[config.mk]
export PLATFORM = sky130hd
export DESIGN_NAME = mem_access_stage
export DESIGN_NICKNAME = d
export VERILOG_FILES = /design/src/rtl/mem_access_stage.sv
export SDC_FILE = /design/constraint.sdc
export NUM_CORES = 2
export LEC_CHECK = 0
export ABC_AREA = 0
export BUFFER_PORTS_ARGS = -buffer_cell sky130_fd_sc_hd__clkbuf_2
export CORE_ASPECT_RATIO = 0.9
export CORE_UTILIZATION = 41
export DETAILED_ROUTE_END_ITERATION = 16
export PLACE_DENSITY_LB_ADDON = 0.12
export SLEW_MARGIN = 15
export SYNTH_ARGS = -nofsm -noshare
export SYNTH_HDL_FRONTEND = slang
export SYNTH_SLANG_ARGS = --single-unit
[constraint.sdc]
create_clock -name clock -period 2.3 [get_ports clock]
set_input_delay 0.23 -clock clock [delete_from_list [all_inputs] [get_ports clock]]
set_output_delay 0.23 -clock clock [all_outputs]
set_load 0.01 [all_outputs]
[src/rtl/mem_access_stage.sv]
// mem_access_stage
// ----------------
// Data-memory access stage of the 16-bit single-cycle MIPS datapath. It sits
// directly after the execute ALU and adds the LW/SW path. Non-memory results
// pass straight through to the write-back bundle in one cycle. Stores write
// the word-addressed data RAM in one cycle. Loads model a slow memory: they
// hold the upstream PC (stall) for LOAD_LAT cycles before the read data is
// captured.
//
// Parameters:
//   ADDR_W    word-index width; RAM depth is 2**ADDR_W words of 16 bits
//   LOAD_LAT  load wait cycles (1..15) before the read data is captured
//
// Ports:
//   clock         single clock; all state updates on posedge
//   reset         asynchronous, active-high
//   valid_in      upstream instruction present this cycle
//   alu_out       byte address for LW/SW, ALU result otherwise
//   store_data    register read port 2 data, written by SW
//   mem_write     MemWrite control
//   mem_to_reg    MemtoReg control (load)
//   reg_write_in  RegWrite control
//   wr_in         destination register index
//   stall         upstream must hold PC and inputs stable
//   wb_valid      write-back bundle valid
//   wb_data       write-back value
//   wb_wr         write-back register index
//   wb_regwrite   register write enable, already qualified by wb_valid
//   misalign_err  sticky misaligned-access flag
//
// Optional feature (macro MEM_MISALIGN_TRAP_EN):
//   When defined, an LW/SW with alu_out[1:0] != 0 sets misalign_err (sticky
//   until reset). The access is suppressed: a store does not write RAM, and a
//   load does not stall but returns a valid bundle with wb_regwrite low.
//   When undefined, the low address bits are ignored and misalign_err is 0.

module mem_access_stage #(
   parameter int ADDR_W   = 8,
   parameter int LOAD_LAT = 2
) (
   input  logic        clock,
   input  logic        reset,
   input  logic        valid_in,
   input  logic [15:0] alu_out,
   input  logic [15:0] store_data,
   input  logic        mem_write,
   input  logic        mem_to_reg,
   input  logic        reg_write_in,
   input  logic [1:0]  wr_in,
   output logic        stall,
   output logic        wb_valid,
   output logic [15:0] wb_data,
   output logic [1:0]  wb_wr,
   output logic        wb_regwrite,
   output logic        misalign_err
);

   localparam logic [0:0] IDLE      = 1'b0;
   localparam logic [0:0] LOAD_WAIT = 1'b1;

   localparam logic [3:0] LOAD_LAT_M1 = 4'(LOAD_LAT - 1);

   logic [15:0]       ram [0:(1 << ADDR_W) - 1];
   logic [0:0]        state;
   logic [3:0]        wait_cnt;
   logic              wb_regwrite_q;
   logic [ADDR_W-1:0] index;
   logic              misaligned;
   logic              is_store;
   logic              is_load_start;
   logic              unused_addr_bits;

   // Word addressing: the byte offset and the bits above the RAM depth are
   // dropped, so addresses wrap modulo 2**(ADDR_W+2).
   assign index            = alu_out[ADDR_W+1:2];
   assign unused_addr_bits = ^{alu_out[15:ADDR_W+2], alu_out[1:0]};

`ifdef MEM_MISALIGN_TRAP_EN
   assign misaligned = valid_in && (mem_write || mem_to_reg) && (alu_out[1:0] != 2'b00);
`else
   assign misaligned = 1'b0;
`endif

   // A store wins over a simultaneous load request, so a load only starts
   // when MemWrite is low.
   assign is_store      = valid_in && mem_write && !misaligned;
   assign is_load_start = valid_in && mem_to_reg && !mem_write && !misaligned;

   // Stall is raised in the cycle a load is presented and held while the
   // wait counter is non-zero. It drops in the final wait cycle so the
   // upstream advances on the same edge that captures the read data.
   always_comb begin
      stall = 1'b0;
      if (state == IDLE) begin
         stall = is_load_start;
      end else begin
         stall = (wait_cnt != 4'd0);
      end
   end

   // Data RAM write port. The RAM is deliberately not reset.
   always_ff @(posedge clock) begin
      if (!reset && state == IDLE && is_store) begin
         ram[index] <= store_data;
      end
   end

   // Main FSM and write-back bundle. In LOAD_WAIT the inputs are held
   // stable by the stalled upstream, so the index and destination are
   // taken straight from the inputs when the data is captured.
   always_ff @(posedge clock or posedge reset) begin
      if (reset) begin
         state         <= IDLE;
         wait_cnt      <= 4'd0;
         wb_valid      <= 1'b0;
         wb_data       <= 16'd0;
         wb_wr         <= 2'd0;
         wb_regwrite_q <= 1'b0;
      end else if (state == IDLE) begin
         if (!valid_in) begin
            wb_valid <= 1'b0;
         end else if (is_load_start) begin
            state    <= LOAD_WAIT;
            wait_cnt <= LOAD_LAT_M1;
            wb_valid <= 1'b0;
         end else begin
            wb_data       <= alu_out;
            wb_wr         <= wr_in;
            wb_regwrite_q <= reg_write_in && !mem_write && !misaligned;
            wb_valid      <= 1'b1;
         end
      end else begin
         if (wait_cnt != 4'd0) begin
            wait_cnt <= wait_cnt - 4'd1;
         end else begin
            wb_data       <= ram[index];
            wb_wr         <= wr_in;
            wb_regwrite_q <= reg_write_in;
            wb_valid      <= 1'b1;
            state         <= IDLE;
         end
      end
   end

   // The stored enable may be stale when the bundle is invalid, so it is
   // qualified here rather than cleared on every idle cycle.
   assign wb_regwrite = wb_regwrite_q & wb_valid;

`ifdef MEM_MISALIGN_TRAP_EN
   // Sticky trap flag: set by any misaligned LW/SW accepted in IDLE.
   always_ff @(posedge clock or posedge reset) begin
      if (reset) begin
         misalign_err <= 1'b0;
      end else if (state == IDLE && misaligned) begin
         misalign_err <= 1'b1;
      end
   end
`else
   assign misalign_err = 1'b0;
`endif

endmodule
==> impl_metrics.py <==
metrics = {
    "clocking": {
        "max-clock-path-buffers": 4,
        "clk_pin_slew_ps": 70,
        "cts_buffers": 423,
        "clk_latency_ps": 1020,
        "cts_tree": "built",
        "htreeDepth": 5,
        "cts-root-buf": "clkbuf_16",
        "cts_sinks": 4121,
    },
    "timing": {
        "fin_crit_sh": 1.13,
        "finalSetupViolCount": 15,
        "hold_violations": 0,
        "setup_slack_ps": -288,
        "fin_crit_ps": 2590,
        "slew_headroom": 0.203,
        "whs_ps": 83.7,
        "fmax_ghz": 0.386,
        "setup_tns_ps": -1750,
        "finalMaxSlewViolations": 0,
        "rsz0062_at_grt": "true",
        "fin_skew_ps": 76.4,
        "tightest_slew_ps": 1180,
    },
    "worst_setup_path": {
        "crit_path_max_fanout": 3,
        "required_ps": 2070,
        "crit_type": "flip-flop to primary output",
        "cp-end-kind": "primary output",
        "startpoint_type": "flip-flop",
        "cp.arrival_ps": 2360,
    },
    "die": {
        "core_um2": 385000,
        "io_pins": 62,
        "die_w_um": 658,
        "start_util": 0.412,
        "die-area_um2": 390000,
        "rows": 216,
        "die_y_um": 593,
    },
    "run": {
        "drv_cap": 0,
    },
    "detailed_routing": {
        "vias": 80300,
        "viasPerCell": 5.78,
        "wl_um": 474000,
        "antenna_left": 0,
        "wl_per_cell_um": 34.1,
        "route.detailed.drc": 0,
        "drt_first_pass_iters": 5,
        "drt_iter0_drc": 9095,
    },
    "global_route": {
        "grt_pass1_vias": 81000,
        "met1_usage": 0.358,
        "grt.total_usage": 0.242,
        "grt_max_degree": 105,
        "antenna_found_initial": 29,
        "met2_usage": 0.374,
        "grt_pass1_wl_um": 659000,
        "use_met3": 0.0366,
        "gr-total-overflow": 0,
        "top_usage_layer": "met2",
    },
    "power": {
        "leakagePower_uw": 0.0626,
        "p_total_uw": 162000,
        "powerDensity_nw_per_um2": 830,
        "peakVddDrop_v": 0.000723,
    },
    "cells_and_area": {
        "fin_nets": 8465,
        "fill_cells": 30500,
        "drive_above_1_share": 0.389,
        "synthToLayoutAreaGrowth_pct": 22.8,
        "multiInputGateArea_um2": 35400,
        "fin_util": 0.506,
        "regArea_um2": 124000,
    },
    "min_path": {
        "hold_class": "primary input to flip-flop",
    },
    "synth": {
        "syn_inst": 7053,
        "synth_common_cells": "edfxtp_1 (4096), mux4_2 (990), mux2i_1 (381), nor2_1 (334)",
        "yosysSeqAreaShare": 0.778,
        "netlist_area_um2": 159000,
        "ys.flop_type": "edfxtp_1",
        "synth_top_area_frac": 0.774,
        "yosys.area.top_type": "edfxtp_1",
        "ys_ff_latch": 4121,
        "syn_nets": 7095,
        "synth-edff-count": 4096,
        "synth_cell_types": 71,
        "avgSynthCellArea_um2": 22.5,
        "synth_most_common_cell": "edfxtp_1",
        "synthArstFlopShare": 0.00607,
        "yosysWarnings": 0,
        "synth_area_leaders": "edfxtp_1 (77%), mux4_2 (14%), mux2i_1 (2.4%)",
    },
    "placement": {
        "dp_hpwl_um": 311000,
        "place_ws_ps": -1710,
        "io_buffer_count": 60,
        "gp_congestion": 0.921,
    },
    "outcome": {
        "status": "finished, violations left",
        "violations": "setup timing",
    },
}
metrics by stage:
step | std cells | cell area [µm²]
floorplan | 7053 | 160000
global placement | 13100 | 180000
detailed placement | 13100 | 180000
CTS | 13900 | 195000
global route | 13900 | 195000
finish | 13900 | 195000
routing by layer:
layer,share of wire,vias up
li1,-,32800
met4,0.032,0
met1,0.44,44000
met2,0.46,2951
met3,0.065,580
met5,0,-
cells in the final DEF (no fill, tap or decap), drive strengths merged, types with 4 or more instances in the layout:
cell type / n
mux4: 990
nor4: 13
and2: 5
diode: 8
nor2b: 21
or3: 7
edfxtp: 4096
nor2: 334
nor3: 23
nand2: 84
and3: 7
clkinvlp: 17
a211oi: 36
o22ai: 61
a31oi: 13
dfrtp: 25
a21oi: 50
o221ai: 17
a221oi: 44
o22a: 4
o211ai: 12
a22oi: 144
mux2: 52
a2111oi: 8
a211o: 4
or3b: 5
clkbuf: 552
clkinv: 204
inv: 27
nand4: 13
dlygate4sd3: 40
a22o: 12
nand3: 38
buf: 1284
o2111ai: 14
mux2i: 381
bufinv: 30
nand2b: 9
o21ai: 45
a221o: 8
final cells by class:
type                    count  share of cell area
multi-input cells        2494               0.181
diodes                      8            0.000103
clock inverters           258              0.0117
clock buffers             513              0.0569
inverters                  20            0.000404
repair buffers           1363              0.0829
well taps                5123              0.0329
flip-flops and latches   4121               0.634
path summary, 6_finish.rpt:
| check | startpoint | end | slack (ps) | cells past startpoint |
|---|---|---|---|---|
| setup / recovery | wait_cnt[1] | stall | -290 | 6 |
| hold / removal | alu_out[8] | wb_data[9] | 80 | 5 |
| setup reg to reg | ram[11][12] | wb_data[12] | -280 | 9 |
| hold reg to reg | wb_wr[0] | wb_wr[0] | 530 | 1 |
| max in group asynchronous | reset | wb_data[13] | 1280 | 5 |
| min in group asynchronous | reset | wb_data[10] | 710 | 5 |
critical path: stages (launching register included):
cell	delay, ps
dfrtp_1	390
inv_2	90
ha_4	120
or3b_4	380
buf_6	130
a21o_1	140
clkbuf_2	120
kinds of logic (layout without fill, tap and decap cells):
group	count (synthesis)	count (layout)	synth area share
AO/OA/AOI/OAI	494	494	0.0225
XOR/XNOR	3	3	0.000165
adder cells (fa/ha/maj)	2	2	0.000158
buffers and inverters	438	2154	0.0151
flip-flops	4121	4121	0.778
multiplexers	1423	1423	0.168
other	1	9	0.0000236
AND/OR/NAND/NOR	571	571	0.0157
repair_timing:
item | 4_1_cts | 5_1_grt
pin swaps | 68 | 31
hold buffers | 40 | 0
hold endpoints to repair | 3263 | 0
setup endpoints to repair | 360 | 146
setup buffers | 11 | 5
gates resized for setup | 245 | 58
cloned | 0 | 1
where the power goes:
group,internal (µW),total [µW],switching [µW]
sequential,82800,83200,459
combinational,4840,11800,6980
clock,37700,66800,29100
flip-flops by register name (all words and copies together) (netlist names):
signal	count
wb_wr	2
ram	4096
wb_data	16
wait_cnt	4
wb_valid	1
state	1
wb_regwrite_q	1
No activity file was read; power rests on OpenSTA's default activity.
